## config.mk

```make
export PLATFORM = sky130hd
export DESIGN_NAME = axil_cmd_manager
export DESIGN_NICKNAME = d
export VERILOG_FILES = /design/src/rtl/axil_pkg.sv /design/src/rtl/axil_watchdog.sv /design/src/rtl/axil_cmd_manager.sv
export SDC_FILE = /design/constraint.sdc
export NUM_CORES = 1
export LEC_CHECK = 0
export CORE_ASPECT_RATIO = 0.75
export CORE_UTILIZATION = 47
export CTS_BUF_LIST = sky130_fd_sc_hd__clkbuf_16
export CTS_CLUSTER_SIZE = 12
export DETAILED_ROUTE_END_ITERATION = 6
export PLACE_DENSITY = 0.95
export SLEW_MARGIN = 20
export SYNTH_ARGS = -nofsm -noshare
export SYNTH_HDL_FRONTEND = slang
export SYNTH_SLANG_ARGS = --single-unit
```

## constraint.sdc

```tcl
create_clock -name aclk -period 7.94 [get_ports aclk]
set_input_delay 0.794 -clock aclk [delete_from_list [all_inputs] [get_ports aclk]]
set_output_delay 0.794 -clock aclk [all_outputs]
set_load 0.05 [all_outputs]
```

## src/rtl/axil_pkg.sv

```systemverilog
// Shared definitions for the AXI4-Lite command manager.
// States, response codes, tuser bit indices and command field offsets.
package axil_pkg;

  typedef enum logic [2:0] {
    IDLE,
    WR_ADDR_DATA,
    WR_RESP,
    RD_ADDR,
    RD_DATA,
    RESP,
    DRAIN
  } state_t;

  localparam logic [1:0] RESP_OKAY   = 2'b00;
  localparam logic [1:0] RESP_SLVERR = 2'b10;

  localparam int CMD_WR_BIT   = 4;
  localparam int CMD_ADDR_LSB = 0;
  localparam int CMD_DATA_LSB = 32;
  localparam int RSP_TMO_BIT  = 2;
  localparam int WD_W         = 32;

endpackage

```

## src/rtl/axil_watchdog.sv

```systemverilog
// Cycle watchdog: counts enabled cycles since the last clear and pulses
// expire on the TIMEOUT_CYCLES-th one. Ports: clk, rst, clr, en, expire.
module axil_watchdog
  import axil_pkg::*;
#(
  parameter int unsigned TIMEOUT_CYCLES = 1024
) (
  input  logic clk,
  input  logic rst,
  input  logic clr,
  input  logic en,
  output logic expire
);

  localparam bit ENABLED = (TIMEOUT_CYCLES != 0);
  localparam logic [WD_W-1:0] LIMIT =
    ENABLED ? WD_W'(TIMEOUT_CYCLES - 1) : '0;

  logic [WD_W-1:0] cnt;

  always_ff @(posedge clk or posedge rst) begin
    if (rst)
      cnt <= '0;
    else if (clr)
      cnt <= '0;
    else if (en)
      cnt <= cnt + 1'b1;
  end

  // The caller leaves the counted states on expiry, so this is one cycle.
  assign expire = ENABLED && en && !clr && (cnt == LIMIT);

endmodule

```

## src/rtl/axil_cmd_manager.sv

```systemverilog
// AXI4-Lite manager driven by an AXIS command stream, one transaction at
// a time, with AXIS responses and a timeout watchdog. Ports: aclk/areset,
// s_axis_cmd_*, m_axis_rsp_*, m_axi_* (AW/W/B/AR/R), busy, timeout_sticky.
module axil_cmd_manager
  import axil_pkg::*;
#(
  parameter int unsigned TIMEOUT_CYCLES = 1024,
  parameter logic [2:0]  AXI_PROT       = 3'b000
) (
  input  logic        aclk,
  input  logic        areset,
  input  logic [63:0] s_axis_cmd_tdata,
  input  logic [4:0]  s_axis_cmd_tuser,
  input  logic        s_axis_cmd_tvalid,
  output logic        s_axis_cmd_tready,
  output logic [31:0] m_axis_rsp_tdata,
  output logic [2:0]  m_axis_rsp_tuser,
  output logic        m_axis_rsp_tvalid,
  input  logic        m_axis_rsp_tready,
  output logic [31:0] m_axi_awaddr,
  output logic [2:0]  m_axi_awprot,
  output logic        m_axi_awvalid,
  input  logic        m_axi_awready,
  output logic [31:0] m_axi_wdata,
  output logic [3:0]  m_axi_wstrb,
  output logic        m_axi_wvalid,
  input  logic        m_axi_wready,
  input  logic [1:0]  m_axi_bresp,
  input  logic        m_axi_bvalid,
  output logic        m_axi_bready,
  output logic [31:0] m_axi_araddr,
  output logic [2:0]  m_axi_arprot,
  output logic        m_axi_arvalid,
  input  logic        m_axi_arready,
  input  logic [31:0] m_axi_rdata,
  input  logic [1:0]  m_axi_rresp,
  input  logic        m_axi_rvalid,
  output logic        m_axi_rready,
  output logic        busy,
  output logic        timeout_sticky
);

  state_t      state;
  logic        wr;
  logic        pend;
  logic [31:0] addr;
  logic [31:0] data;
  logic [3:0]  strb;

  logic cmd_hs, aw_hs, w_hs, b_hs, ar_hs, r_hs;
  logic aw_left, w_left, fin;
  logic wd_en, expire, tmo;

  assign cmd_hs  = s_axis_cmd_tvalid & s_axis_cmd_tready;
  assign aw_hs   = m_axi_awvalid & m_axi_awready;
  assign w_hs    = m_axi_wvalid & m_axi_wready;
  assign b_hs    = m_axi_bvalid & m_axi_bready;
  assign ar_hs   = m_axi_arvalid & m_axi_arready;
  assign r_hs    = m_axi_rvalid & m_axi_rready;
  assign aw_left = m_axi_awvalid & ~m_axi_awready;
  assign w_left  = m_axi_wvalid & ~m_axi_wready;
  assign fin     = b_hs | r_hs;

  assign wd_en = (state == WR_ADDR_DATA) || (state == WR_RESP) ||
                 (state == RD_ADDR) || (state == RD_DATA);

  // A completing B/R beats a same-cycle expiry.
  assign tmo = expire &&
               !(state == WR_RESP && b_hs) &&
               !(state == RD_DATA && r_hs);

  axil_watchdog #(
    .TIMEOUT_CYCLES(TIMEOUT_CYCLES)
  ) u_wd (
    .clk    (aclk),
    .rst    (areset),
    .clr    (cmd_hs),
    .en     (wd_en),
    .expire (expire)
  );

  assign m_axi_awaddr = addr;
  assign m_axi_wdata  = data;
  assign m_axi_wstrb  = strb;
  assign m_axi_araddr = addr;
  assign m_axi_awprot = AXI_PROT;
  assign m_axi_arprot = AXI_PROT;
  assign busy         = (state != IDLE);

  always_ff @(posedge aclk or posedge areset) begin
    if (areset) begin
      state             <= IDLE;
      wr                <= 1'b0;
      pend              <= 1'b0;
      addr              <= '0;
      data              <= '0;
      strb              <= '0;
      s_axis_cmd_tready <= 1'b0;
      m_axis_rsp_tdata  <= '0;
      m_axis_rsp_tuser  <= '0;
      m_axis_rsp_tvalid <= 1'b0;
      m_axi_awvalid     <= 1'b0;
      m_axi_wvalid      <= 1'b0;
      m_axi_bready      <= 1'b0;
      m_axi_arvalid     <= 1'b0;
      m_axi_rready      <= 1'b0;
      timeout_sticky    <= 1'b0;
    end else begin
      // AXI channels progress in every state, so a timed-out
      // transaction still completes legally in RESP/DRAIN.
      if (aw_hs) m_axi_awvalid <= 1'b0;
      if (w_hs)  m_axi_wvalid  <= 1'b0;
      if (pend && wr && !aw_left && !w_left && !m_axi_bready)
        m_axi_bready <= 1'b1;
      if (b_hs) begin
        m_axi_bready <= 1'b0;
        pend         <= 1'b0;
      end
      if (ar_hs) begin
        m_axi_arvalid <= 1'b0;
        m_axi_rready  <= 1'b1;
      end
      if (r_hs) begin
        m_axi_rready <= 1'b0;
        pend         <= 1'b0;
      end

      if (tmo) begin
        m_axis_rsp_tdata  <= '0;
        m_axis_rsp_tuser  <= {1'b1, RESP_SLVERR};
        m_axis_rsp_tvalid <= 1'b1;
        timeout_sticky    <= 1'b1;
        state             <= RESP;
      end else begin
        unique case (state)
          IDLE: begin
            if (!s_axis_cmd_tready) begin
              s_axis_cmd_tready <= 1'b1;
            end else if (s_axis_cmd_tvalid) begin
              s_axis_cmd_tready <= 1'b0;
              addr <= s_axis_cmd_tdata[CMD_ADDR_LSB +: 32];
              data <= s_axis_cmd_tdata[CMD_DATA_LSB +: 32];
              strb <= s_axis_cmd_tuser[3:0];
              wr   <= s_axis_cmd_tuser[CMD_WR_BIT];
              pend <= 1'b1;
              if (s_axis_cmd_tuser[CMD_WR_BIT]) begin
                m_axi_awvalid <= 1'b1;
                m_axi_wvalid  <= 1'b1;
                state         <= WR_ADDR_DATA;
              end else begin
                m_axi_arvalid <= 1'b1;
                state         <= RD_ADDR;
              end
            end
          end
          WR_ADDR_DATA: begin
            if (!aw_left && !w_left)
              state <= WR_RESP;
          end
          WR_RESP: begin
            if (b_hs) begin
              m_axis_rsp_tdata  <= '0;
              m_axis_rsp_tuser  <= {1'b0, m_axi_bresp};
              m_axis_rsp_tvalid <= 1'b1;
              state             <= RESP;
            end
          end
          RD_ADDR: begin
            if (ar_hs)
              state <= RD_DATA;
          end
          RD_DATA: begin
            if (r_hs) begin
              m_axis_rsp_tdata  <= m_axi_rdata;
              m_axis_rsp_tuser  <= {1'b0, m_axi_rresp};
              m_axis_rsp_tvalid <= 1'b1;
              state             <= RESP;
            end
          end
          RESP: begin
            if (m_axis_rsp_tready) begin
              m_axis_rsp_tvalid <= 1'b0;
              if (pend && !fin) begin
                state <= DRAIN;
              end else begin
                state             <= IDLE;
                s_axis_cmd_tready <= 1'b1;
              end
            end
          end
          DRAIN: begin
            if (fin || !pend) begin
              state             <= IDLE;
              s_axis_cmd_tready <= 1'b1;
            end
          end
          default: state <= IDLE;
        endcase
      end
    end
  end

endmodule

```

# Word-level counts from Yosys, hierarchy flattened
# Cells that the tools add are included.
# W data, S select, Z words.
# totals
input_bits,114
regBits,148
wordCells,146
output_inout_bits,150
# op_classes
n_mux,61
n_bitwise,12
n_eq_ne,18
addsub,1
reduce_logical,37
# ops
operator,n
$mux W32,5
$pmux W32 S2,1
$mux W3,13
$mux W1,37
$add A32 B1 Y32 const B,1
$eq A32 B10 Y1 const B,1
$ne A3 B3 Y1 const B,7
$pmux W3 S7,1
$logic_and A1 B1 Y1,12
$eq A3 B3 Y1 const B,3
$reduce_bool A3 Y1,3
$and A1 B1 Y1,8
$logic_not A1 Y1,8
$reduce_and A4 Y1,2
$reduce_and A8 Y1,1
$eq A3 B2 Y1 const B,2
$ne A2 B2 Y1 const B,3
$pmux W1 S3,2
$pmux W3 S2,1
$reduce_bool A2 Y1,3
$reduce_and A5 Y1,1
$logic_or A1 B1 Y1,4
$reduce_bool A4 Y1,1
$eq A3 B1 Y1 const B,1
other kinds (6),8

# Logic depth before layout (Yosys ltp)
# Gate-level depths: netlist of run 1.
# logic_depth
word_depth,10
mapped_depth,8
depth_no_buf,6

# Modules after synthesis
# A second synthesis of run 1 with hierarchy kept.
# unflattened
hier_cells,747
area_unflattened_um2,6751.5
# by_module_without_submodules
module,seq_area_each_um2,n_inst,area_each_um2,cells_per_inst
axil_cmd_manager,2902.8,1,5008.6,562
axil_watchdog,800.8,1,1742.9,185

# Worst setup path after synthesis of run 1
# No wires, ideal clock.
# synth_timing
kind,reg-to-reg
from,register state[0]
to,register m_axis_rsp_tdata[0]
slack_ns,5.630
arrival_time_ns,2.232
path_buffers,2
period_less_slack_ns,2.310
t_required_ns,7.862
path_stages_with_launch,9
setup_time_ns,0.078
path_cell_list,dfrtp_1 -> nor3_1 -> clkinv_1 -> nand4_1 -> nor2_1 -> and2_1 -> clkbuf_1 -> clkbuf_1 -> a21oi_1
# synth_via
elab_chain_cells,10
word_cells_on_any_way,21
classes_between,eq/ne: 6; mux: 2; reduce/logical: 13
# synth_lines
element,line,text
from (decl),axil_cmd_manager.sv:43,state_t state;
from (signal assigned),axil_cmd_manager.sv:92,state <= IDLE;
from (signal assigned),axil_cmd_manager.sv:133,state <= RESP;
from (signal assigned),axil_cmd_manager.sv:149,state <= WR_ADDR_DATA;
$eq A3 B1 Y1 or $eq A3 B2 Y1 (tied branches),"axil_cmd_manager.sv:64, axil_cmd_manager.sv:69, axil_cmd_manager.sv:135",
$logic_or A1 B1 Y1 (2 in a row),axil_cmd_manager.sv:64,assign wd_en = (state == WR_ADDR_DATA) || (state == WR_RESP) ||
$logic_or A1 B1 Y1,axil_cmd_manager.sv:65,(state == RD_ADDR) || (state == RD_DATA);
$logic_and A1 B1 Y1 (2 in a row),axil_watchdog.sv:31,assign expire = ENABLED && en && !clr && (cnt == LIMIT);
$logic_and A1 B1 Y1,axil_cmd_manager.sv:68,assign tmo = expire &&
$logic_and A1 B1 Y1,axil_cmd_manager.sv:69,!(state == WR_RESP && b_hs) &&
$ne A3 B3 Y1 (no line) or $reduce_bool A3 Y1 (tied branches),-,
$reduce_and A3 Y1 (no line),-,
to (signal assigned),axil_cmd_manager.sv:174,m_axis_rsp_tdata <= m_axi_rdata;
to (decl),axil_cmd_manager.sv:16,"output logic [31:0] m_axis_rsp_tdata,"
# Several ways; a longest one is shown, not always the timed one.
# A chain may end at the register's enable or synchronous reset.

# Worst setup path in the final report of run 1
# layout_timing
from,register state[0]
to,output busy
# layout_via
elab_chain_cells,1
# layout_lines
element,line,text
$reduce_bool A3 Y1,axil_cmd_manager.sv:88,assign busy = (state != IDLE);
to (decl),axil_cmd_manager.sv:39,"output logic busy,"
# Every way passes these cells.

==> results of run 1 <==
[where the power goes]
group	switching (µW)	internal [µW]
logic	1630	739
registers	204	1010
clock network	320	523
[worst paths after layout]
check	startpoint	to	slack, ns	depth (start not counted)
min reg2reg	m_axi_wdata[2]	m_axi_wdata[2]	0.48	2
min	m_axi_wdata[2]	m_axi_wdata[2]	0.48	2
max in group asynchronous	areset	m_axi_araddr[17]	5.67	3
min in group asynchronous	areset	m_axi_araddr[1]	0.87	2
max	state[0]	busy	4.58	3
max reg2reg	state[0]	u_wd.cnt[29]	5.12	5
[final cells by class]
type	instances	area [µm²]	share of cell area, %
Timing Repair Buffer	263	2620	27.1
Tap cell	175	219	2.27
Clock buffer	17	425	4.41
Clock inverter	14	188	1.94
Inverter	11	46.3	0.480
Multi-Input combinational cell	508	2450	25.4
Sequential cell	148	3700	38.4
[tightest hold or removal path: cells and delay by family, from the launching register on]
kind             cells  cell delay [ns]
flip-flops           1             0.34
AND/OR/NAND/NOR      2             0.10
[layer usage]
layer  part of all wire [%]  vias to the layer above
li1                       -                     2809
met1                     40                     2921
met2                     49                      250
met3                    8.8                       26
met4                    1.6                        0
met5                      0                        -
[state kept, by name, indices dropped and copies added, names as in the netlist, 3 cells and up]
name              flops
m_axis_rsp_tuser      3
m_axi_araddr         32
m_axi_wdata          32
m_axi_wstrb           4
state                 3
u_wd.cnt             32
m_axis_rsp_tdata     32
[cells in the mapped netlist, types with 2 or more instances]
cell	instances	area, µm²
xnor2_1	20	175
or3_1	9	56.3
clkbuf_1	37	139
and3_1	2	12.5
o211ai_1	2	15.0
nand3_1	41	205
or2_2	2	12.5
inv_1	10	37.5
buf_2	2	10.0
a41oi_1	2	17.5
a21oi_1	44	220
nand4b_1	2	17.5
xor2_1	3	26.3
and4_1	3	26.3
nor3_1	14	70.1
or4_1	2	15.0
nor4_1	10	62.6
nand2b_1	4	25.0
nand4_1	9	56.3
nand2_1	265	995
and2_1	5	31.3
mux2i_1	5	50.1
a211oi_1	2	15.0
o21ai_0	10	50.1
buf_4	38	285
nor2_1	31	116
dfrtp_1	148	3700
[kinds of logic (layout without fill, tap and decap cells)]
group                      after synthesis  after routing  synth area share (%)
and+or+nand+nor                        402            402                  26.3
other                                    1              6                0.0568
AOI/OAI and AO/OA                       71             71                  6.18
muxes                                    5              5                 0.759
xor gates and xnor gates                23             23                  3.05
adders and majority gates                1              1                 0.190
buffers and inverters                   89            305                  7.26
DFF                                    148            148                  56.1
[through the flow]
stage | instances | setup WS [ns] | total power (µW)
finish | 1136 | 4.58 | 4430
global route | 1136 | 4.45 | 4620
CTS | 1136 | 4.61 | 4450
detailed placement | 1105 | 4.40 | 3580
global placement | 1105 | 4.47 | 3540
floorplan | 745 | 3.17 | 2840
==> out/qor.csv, run 1 <==
metric;value;unit
clk_path_buf_depth;2;
grt_antenna_before_repair;0;
tns;0;ns
hpwl;12400;µm
final-max-slew-violation-count;0;
drive_gt1_share;4.68;%
clock.fmax;0.297;GHz
hold_viol_final;0;
drt_wl_total;18400;µm
gp_congestion;0.843;
ant_nets;0;
layout_common_cells;nand2_1, clkdlybuf4s50_1, dfrtp_1, a21oi_1, nand3_1;
period_share;42.4;%
fin_area;9650;µm²
areaGrowthSynthToFinish;46.4;%
place_area;9040;µm²
crit_fanout;15;
use_met1;31.5;%
vias_per_cell;5.29;
wire_per_inst;16.2;µm
gr-total-overflow;0;
max-cap-violations;0;
start_kind;flip-flop;
grt_use_met3;8.80;%
grt_pass1_wl;29600;µm
worst_pin_slew;0.948;ns
root_buffer;clkbuf_16;
grt_use_met2;43.8;%
rows;37;
cts_resized;0;
cp_num_buf_inv;2;
ys.flop_type;dfrtp_1;
first_global_vias;5869;
fin_skew;0.00936;ns
setup_viol;0;
ir_worst_vdd;344;µV
ys_types;45;
criticalPathCategory;reg2out;
clkTransAtPathRegs;0.06;ns
initial_core_util;48.1;%
hold_class;reg2reg;
track_usage;26.0;%
first_pass_iters;7;
async_flop_share;100;%
slowest_stage;clkdlybuf4s50_1;
io_pins;264;
die_area;14500;µm²
grt_max_degree;76;
fin_nets;1064;
drc;18;
synth_edf_count;0;
clk_latency;0.42;ns
ys_warn_count;0;
drt_iter0_markers;440;
syn_inst;740;
h-tree-depth;4;
worst_setup_path_end_kind;primary output;
pwr_density_cell;459;nW/µm²
core;13700;µm²
grt_most_used_layer;met2;
critPathRequiredTime;7.15;ns
seq_area_frac_synth;56.1;%
diodes;0;
final_core_util;70.5;%
rsz0062_at_grt;false;
cp_cell_sequence;nor3_1 > clkinv_1 > clkdlybuf4s50_1;
syn-cell-area;6600;µm²
violations;design-rule violations;
vias;6006;
postCtsSetupBuffers;0;
fillCellCount;974;
cts_made_buffers;17;
outcome;finished, violations left;
finalCriticalPeriod;3.36;ns
critical_path.top_delay_family;buffers and inverters;
cts_tree;done;
cp_slowest_stage_delay;0.79;ns
hold_buffers;0;
syn_area_per_cell;8.91;µm²
clock-sinks;148;
timing.hold.ws;0.475;ns
die_h;105;µm
power.leakage;0.00432;µW
portBuffers;257;
die_x;139;µm
maxSlewHeadroom;36.8;%
crit_arrival;2.57;ns
synth-seq-cells;148;
final_common_cell;nand2_1;
Power figures use the tool's default switching activity.
==> run 2, diff against run 1 <==
--- a/config.mk
+++ b/config.mk
@@ -6,11 +6,11 @@
 export NUM_CORES = 1
 export LEC_CHECK = 0
 export CORE_ASPECT_RATIO = 0.75
-export CORE_UTILIZATION = 47
+export CORE_UTILIZATION = 39
 export CTS_BUF_LIST = sky130_fd_sc_hd__clkbuf_16
 export CTS_CLUSTER_SIZE = 12
 export DETAILED_ROUTE_END_ITERATION = 6
-export PLACE_DENSITY = 0.95
+export PLACE_DENSITY = 0.86
 export SLEW_MARGIN = 20
 export SYNTH_ARGS = -nofsm -noshare
 export SYNTH_HDL_FRONTEND = slang
==> constraint.sdc (replaced) <==
create_clock -name aclk -period 3 [get_ports aclk]
set_input_delay 0.3 -clock aclk [delete_from_list [all_inputs] [get_ports aclk]]
set_output_delay 0.3 -clock aclk [all_outputs]
set_load 0.05 [all_outputs]
==> out/qor.csv, run 2 (synthesized netlist as in run 1, its figures left out) <==
metric;value;unit;change
outcome;finished, violations left;;
violations;design-rule violations;;
grt_antenna_before_repair;0;;unchanged
cts_made_buffers;17;;unchanged
grt_max_degree;53;;-30%
switching_share;48.8;%;+0.19 points
pwr_density_cell;1190;nW/µm²;+160%
vias;5886;;-2.0%
gp_congestion;0.907;;+7.5%
reg2reg_to;m_axis_rsp_tuser[0];;
hold_end;m_axi_araddr[1];;
finalCriticalPeriod;2.86;ns;
rsz0062_at_grt;false;;
final-max-slew-violation-count;0;;unchanged
cts_tree;done;;
critical_path.top_delay_family;buffers and inverters;;
setup_viol;0;;unchanged
crit_cells;3;;unchanged
postCtsSetupBuffers;0;;unchanged
criticalPathCategory;reg2out;;
slowest_stage;clkdlybuf4s50_1;;
cp_slowest_stage_delay;0.81;ns;+0.02 ns
max-cap-violations;0;;unchanged
dp_slack;0.480;ns;-3.92 ns
drive_gt1_share;5.46;%;+0.78 points
vias_per_cell;4.98;;-5.7%
root_buffer;clkbuf_16;;
die_h;115;µm;+9.6%
clk_latency;0.42;ns;about the same
crit_arrival;2.56;ns;about the same
period_share;95.4;%;
initial_core_util;40.6;%;-7.6 points
switchingPower;5710;µW;+160%
gr-total-overflow;0;;unchanged
hold_buffers;0;;unchanged
first_global_vias;6012;;+2.4%
drt_iter0_markers;469;;+6.6%
portBuffers;257;;unchanged
min_from;s_axis_cmd_tdata[1];;
p_seq_share;27.4;%;about the same
place_inst;1149;;+4.0%
fin_skew;0.0131;ns;+0.00378 ns
clk_path_buf_depth;2;;unchanged
r2r-start;state[0];;
cts_resized;0;;unchanged
clkTransAtPathRegs;0.07;ns;about the same
min_path_cells;3;;+1
crit_fanout;15;;unchanged
worst_setup_path_end_kind;primary output;;
final_core_util;60.2;%;-10 points
ir_worst_vdd;825;µV;+140%
hpwl;13500;µm;+8.8%
combPwrFrac;54.0;%;+0.5 points
ant_nets;0;;unchanged
final_common_cell;nand2_1;;
final_cells;1181;;+4.0%
cp_num_buf_inv;2;;unchanged
die_x;152;µm;+9.6%
hold_class;in2reg;;
power.leakage;0.00436;µW;+1.1%
hold_viol_final;0;;unchanged
worst_pin_slew;0.904;ns;-0.0438 ns
clock.fmax;0.350;GHz;
start_kind;flip-flop;;
wire_per_inst;16.0;µm;-1.2%
maxSlewHeadroom;39.6;%;+2.8 points
p_clk_share;18.6;%;-0.4 points
r2r_cells;7;;+2
drc;16;;-2
fin_nets;1073;;+0.85%
fin_ws;0.139;ns;-4.44 ns
core;16300;µm²;+19%
cp_cell_sequence;nor3_1 > clkinv_1 > clkdlybuf4s50_1;;
diodes;0;;unchanged
drt_wl_total;18900;µm;+2.7%
io_pins;264;;unchanged
rows;40;;+8.1%
grt_pass1_wl;30800;µm;+4.4%
p_int;5990;µW;+160%
areaGrowthSynthToFinish;48.4;%;
die_area;17400;µm²;+20%
track_usage;22.7;%;-3.3 points
first_pass_iters;7;;unchanged
clock-sinks;148;;unchanged
tns;0;ns;unchanged
critPathRequiredTime;2.70;ns;-4.45 ns
layout_common_cells;nand2_1, clkdlybuf4s50_1, dfrtp_1, a21oi_1, nand3_1;;
h-tree-depth;4;;unchanged
ff2ff_setup_slack;0.44;ns;-4.68 ns
run 2: cell count changes in the layout (fill, tap and decap cells not counted):
cell and delta:
clkinv_1 +1, inv_8 +1, clkinv_4 -1, buf_4 +6, nand2_1 +1, clkinvlp_4 +1, and2_2 -1, bufinv_16 -1
inv_1 -1, buf_12 +3, and2_1 +1, nand2_2 -1, inv_6 +1
run 2: worst register-to-register path, stage by stage (launching register included):
cell and delay (ns):
dfrtp_1 0.54, nor3_1 0.46, clkinv_1 0.33, nand4_1 0.29, nor2_1 0.12, and2_1 0.27
buf_4 0.27, a211oi_1 0.19
run 2: cell type report:
cell class / count / area, µm²
Timing Repair Buffer: 272 / 2720
Multi-Input combinational cell: 508 / 2450
Fill cell: 1322 / 6480
Clock inverter: 15 / 178
Tap cell: 210 / 263
Clock buffer: 17 / 425
Sequential cell: 148 / 3700
Inverter: 11 / 45.0
run 2: per-layer routing:
| layer | share of wire (%) | vias to the layer above | track usage [%] |
|---|---|---|---|
| met5 | 0 | - | 0 |
| met4 | 2.4 | 0 | 8.71 |
| met3 | 9.1 | 33 | 8.21 |
| met2 | 48 | 245 | 38.3 |
| met1 | 41 | 2789 | 26.6 |
| li1 | - | 2819 | - |
run 2: power groups by stage:
stage	clock network [µW]	registers (µW)	logic, µW
2_1_floorplan	0	5330	2200
3_3_place_gp	0	3190	6260
3_5_place_dp	0	3220	6330
4_1_cts	2220	3210	6350
5_1_grt	2310	3310	6630
6_report	2170	3210	6320
run 2: how the worst max path moves through the flow:
stage,start,endpoint
after floorplan,state[0],m_axis_rsp_tdata[0]
after global placement,state[0],m_axis_rsp_tuser[0]
after detailed placement,state[0],m_axis_rsp_tuser[0]
after CTS,state[0],busy
after global routing,state[0],busy
final,state[0],busy
run 2: per-stage QoR:
stage               hold slack (ns)  power (µW)  area [µm²]
global placement              0.450        9450        9190
detailed placement            0.459        9560        9190
global route                  0.399       12300        9790
CTS                           0.386       11800        9790
finish                        0.403       11700        9790
floorplan                     0.389        7520        6620
==> run 3, diff against run 2 <==
--- a/config.mk
+++ b/config.mk
@@ -11,6 +11,7 @@
 export CTS_CLUSTER_SIZE = 12
 export DETAILED_ROUTE_END_ITERATION = 6
 export PLACE_DENSITY = 0.86
+export RECOVER_POWER = 100
 export SLEW_MARGIN = 20
 export SYNTH_ARGS = -nofsm -noshare
 export SYNTH_HDL_FRONTEND = slang
==> out/qor.csv, run 3 (synthesized netlist as in run 1, its figures left out) <==
metric;value;unit;change
layout_common_cells;nand2_1, dfrtp_1, dlygate4sd3_1, clkdlybuf4s50_1, a21oi_1;;
vias_per_cell;5.00;;+0.32%
drt_wl_total;18800;µm;-0.30%
hold_viol_final;0;;unchanged
fin_skew;0.0136;ns;+0.000442 ns
grt_antenna_before_repair;0;;unchanged
rows;40;;unchanged
portBuffers;257;;unchanged
fin_total_pwr;11300;µW;-3.1%
dp_slack;0.480;ns;unchanged
io_pins;264;;unchanged
drt_iter0_markers;436;;-7.0%
drc;16;;unchanged
start_kind;flip-flop;;
ir_worst_vdd;796;µV;-3.6%
r2r_cells;6;;-1
die_h;115;µm;unchanged
core;16300;µm²;unchanged
critPathRequiredTime;2.70;ns;about the same
first_global_vias;6012;;unchanged
h-tree-depth;4;;unchanged
grt_max_degree;53;;unchanged
worst_setup_path_end_kind;primary output;;
fin_nets;1073;;unchanged
grt_pass1_wl;30800;µm;unchanged
first_pass_iters;7;;unchanged
clk_path_buf_depth;2;;unchanged
place_inst;1149;;unchanged
pwr_density_cell;1170;nW/µm²;-2.3%
finalCriticalPeriod;2.83;ns;-0.0306 ns
ff2ff_setup_slack;0.36;ns;-0.08 ns
outcome;finished, violations left;;
drive_gt1_share;4.63;%;-0.82 points
min_path_cells;3;;unchanged
worst_pin_slew;1.71;ns;+0.803 ns
cts_resized;0;;unchanged
tns;0;ns;unchanged
gr-total-overflow;0;;unchanged
period_share;94.4;%;-1.0 points
final-max-slew-violation-count;38;;+38
root_buffer;clkbuf_16;;
crit_arrival;2.53;ns;-0.03 ns
max-cap-violations;1;;+1
criticalPathCategory;reg2out;;
setup_viol;0;;unchanged
vias;5905;;+0.32%
ant_nets;0;;unchanged
violations;design-rule violations, max-capacitance violations, max-slew violations;;
die_x;152;µm;unchanged
final_common_cell;nand2_1;;
initial_core_util;40.6;%;unchanged
track_usage;22.7;%;unchanged
rsz0062_at_grt;false;;
gp_congestion;0.907;;unchanged
clk_latency;0.42;ns;about the same
clkTransAtPathRegs;0.07;ns;about the same
final_cells;1181;;unchanged
areaGrowthSynthToFinish;47.1;%;
cts_tree;done;;
crit_fanout;15;;unchanged
hpwl;13500;µm;unchanged
power.leakage;0.00458;µW;+5.0%
clock-sinks;148;;unchanged
wire_per_inst;16.0;µm;-0.30%
clock.fmax;0.353;GHz;+1.1%
maxSlewHeadroom;-14.4;%;-54 points
die_area;17400;µm²;unchanged
cts_made_buffers;17;;unchanged
fin_ws;0.169;ns;+0.0306 ns
postCtsSetupBuffers;0;;unchanged
timing.hold.ws;0.402;ns;-0.00110 ns
hold_buffers;0;;unchanged
diodes;0;;unchanged
hold_class;in2reg;;
-- run 3: changes by cell type in the layout (fill, tap and decap cells not counted), sizes merged --
| cell | before | now |
|---|---|---|
| dlygate4sd3 | 0 | 145 |
| clkdlybuf4s50 | 257 | 112 |
| buf | 15 | 4 |
| clkbuf | 17 | 28 |
-- run 3: path summary, 6_finish.rpt --
path,start,to
max,state[0],busy
min,s_axis_cmd_tdata[1],m_axi_araddr[1]
max reg2reg,state[0],m_axis_rsp_tdata[12]
min reg2reg,timeout_sticky,timeout_sticky
max in group asynchronous,areset,u_wd.cnt[18]
min in group asynchronous,areset,m_axi_araddr[14]
-- run 3: cell type report --
cell class / instances / area [µm²]
inverter: 11 / 42.5
sequential: 148 / 3700
clock buffer: 17 / 425
timing repair buffer: 272 / 2660
multi-input combinational: 508 / 2430
clock inverter: 15 / 178
fill: 1339 / 6570
tap: 210 / 263
-- run 3: through the flow --
step                      util, %  area (µm²)
after floorplan                 -        6620
after global placement       56.5        9190
after detailed placement     56.5        9190
after CTS                    60.2        9790
after global routing         59.6        9700
final                        59.6        9700
-- run 3: per-layer routing --
layer	vias to the layer above	track usage, %	share of wire [%]
met5	-	0	0
met2	243	38.3	48
met1	2804	26.6	40
met3	35	8.21	9.3
met4	0	8.71	2.6
li1	2823	-	-
-- run 3: power breakdown --
part	switching [µW]	internal [µW]	leakage, µW	total, µW
clock	858	1310	0.000295	2170
combinational	4330	1660	0.00234	5990
sequential	481	2680	0.00195	3170
total	5670	5660	0.00458	11300
-- run 3: critical path, cell delays in order (launching register included) --
cell,delay [ns]
dfrtp_1,0.55
nor3_1,0.41
clkinv_1,0.29
dlygate4sd3_1,0.86
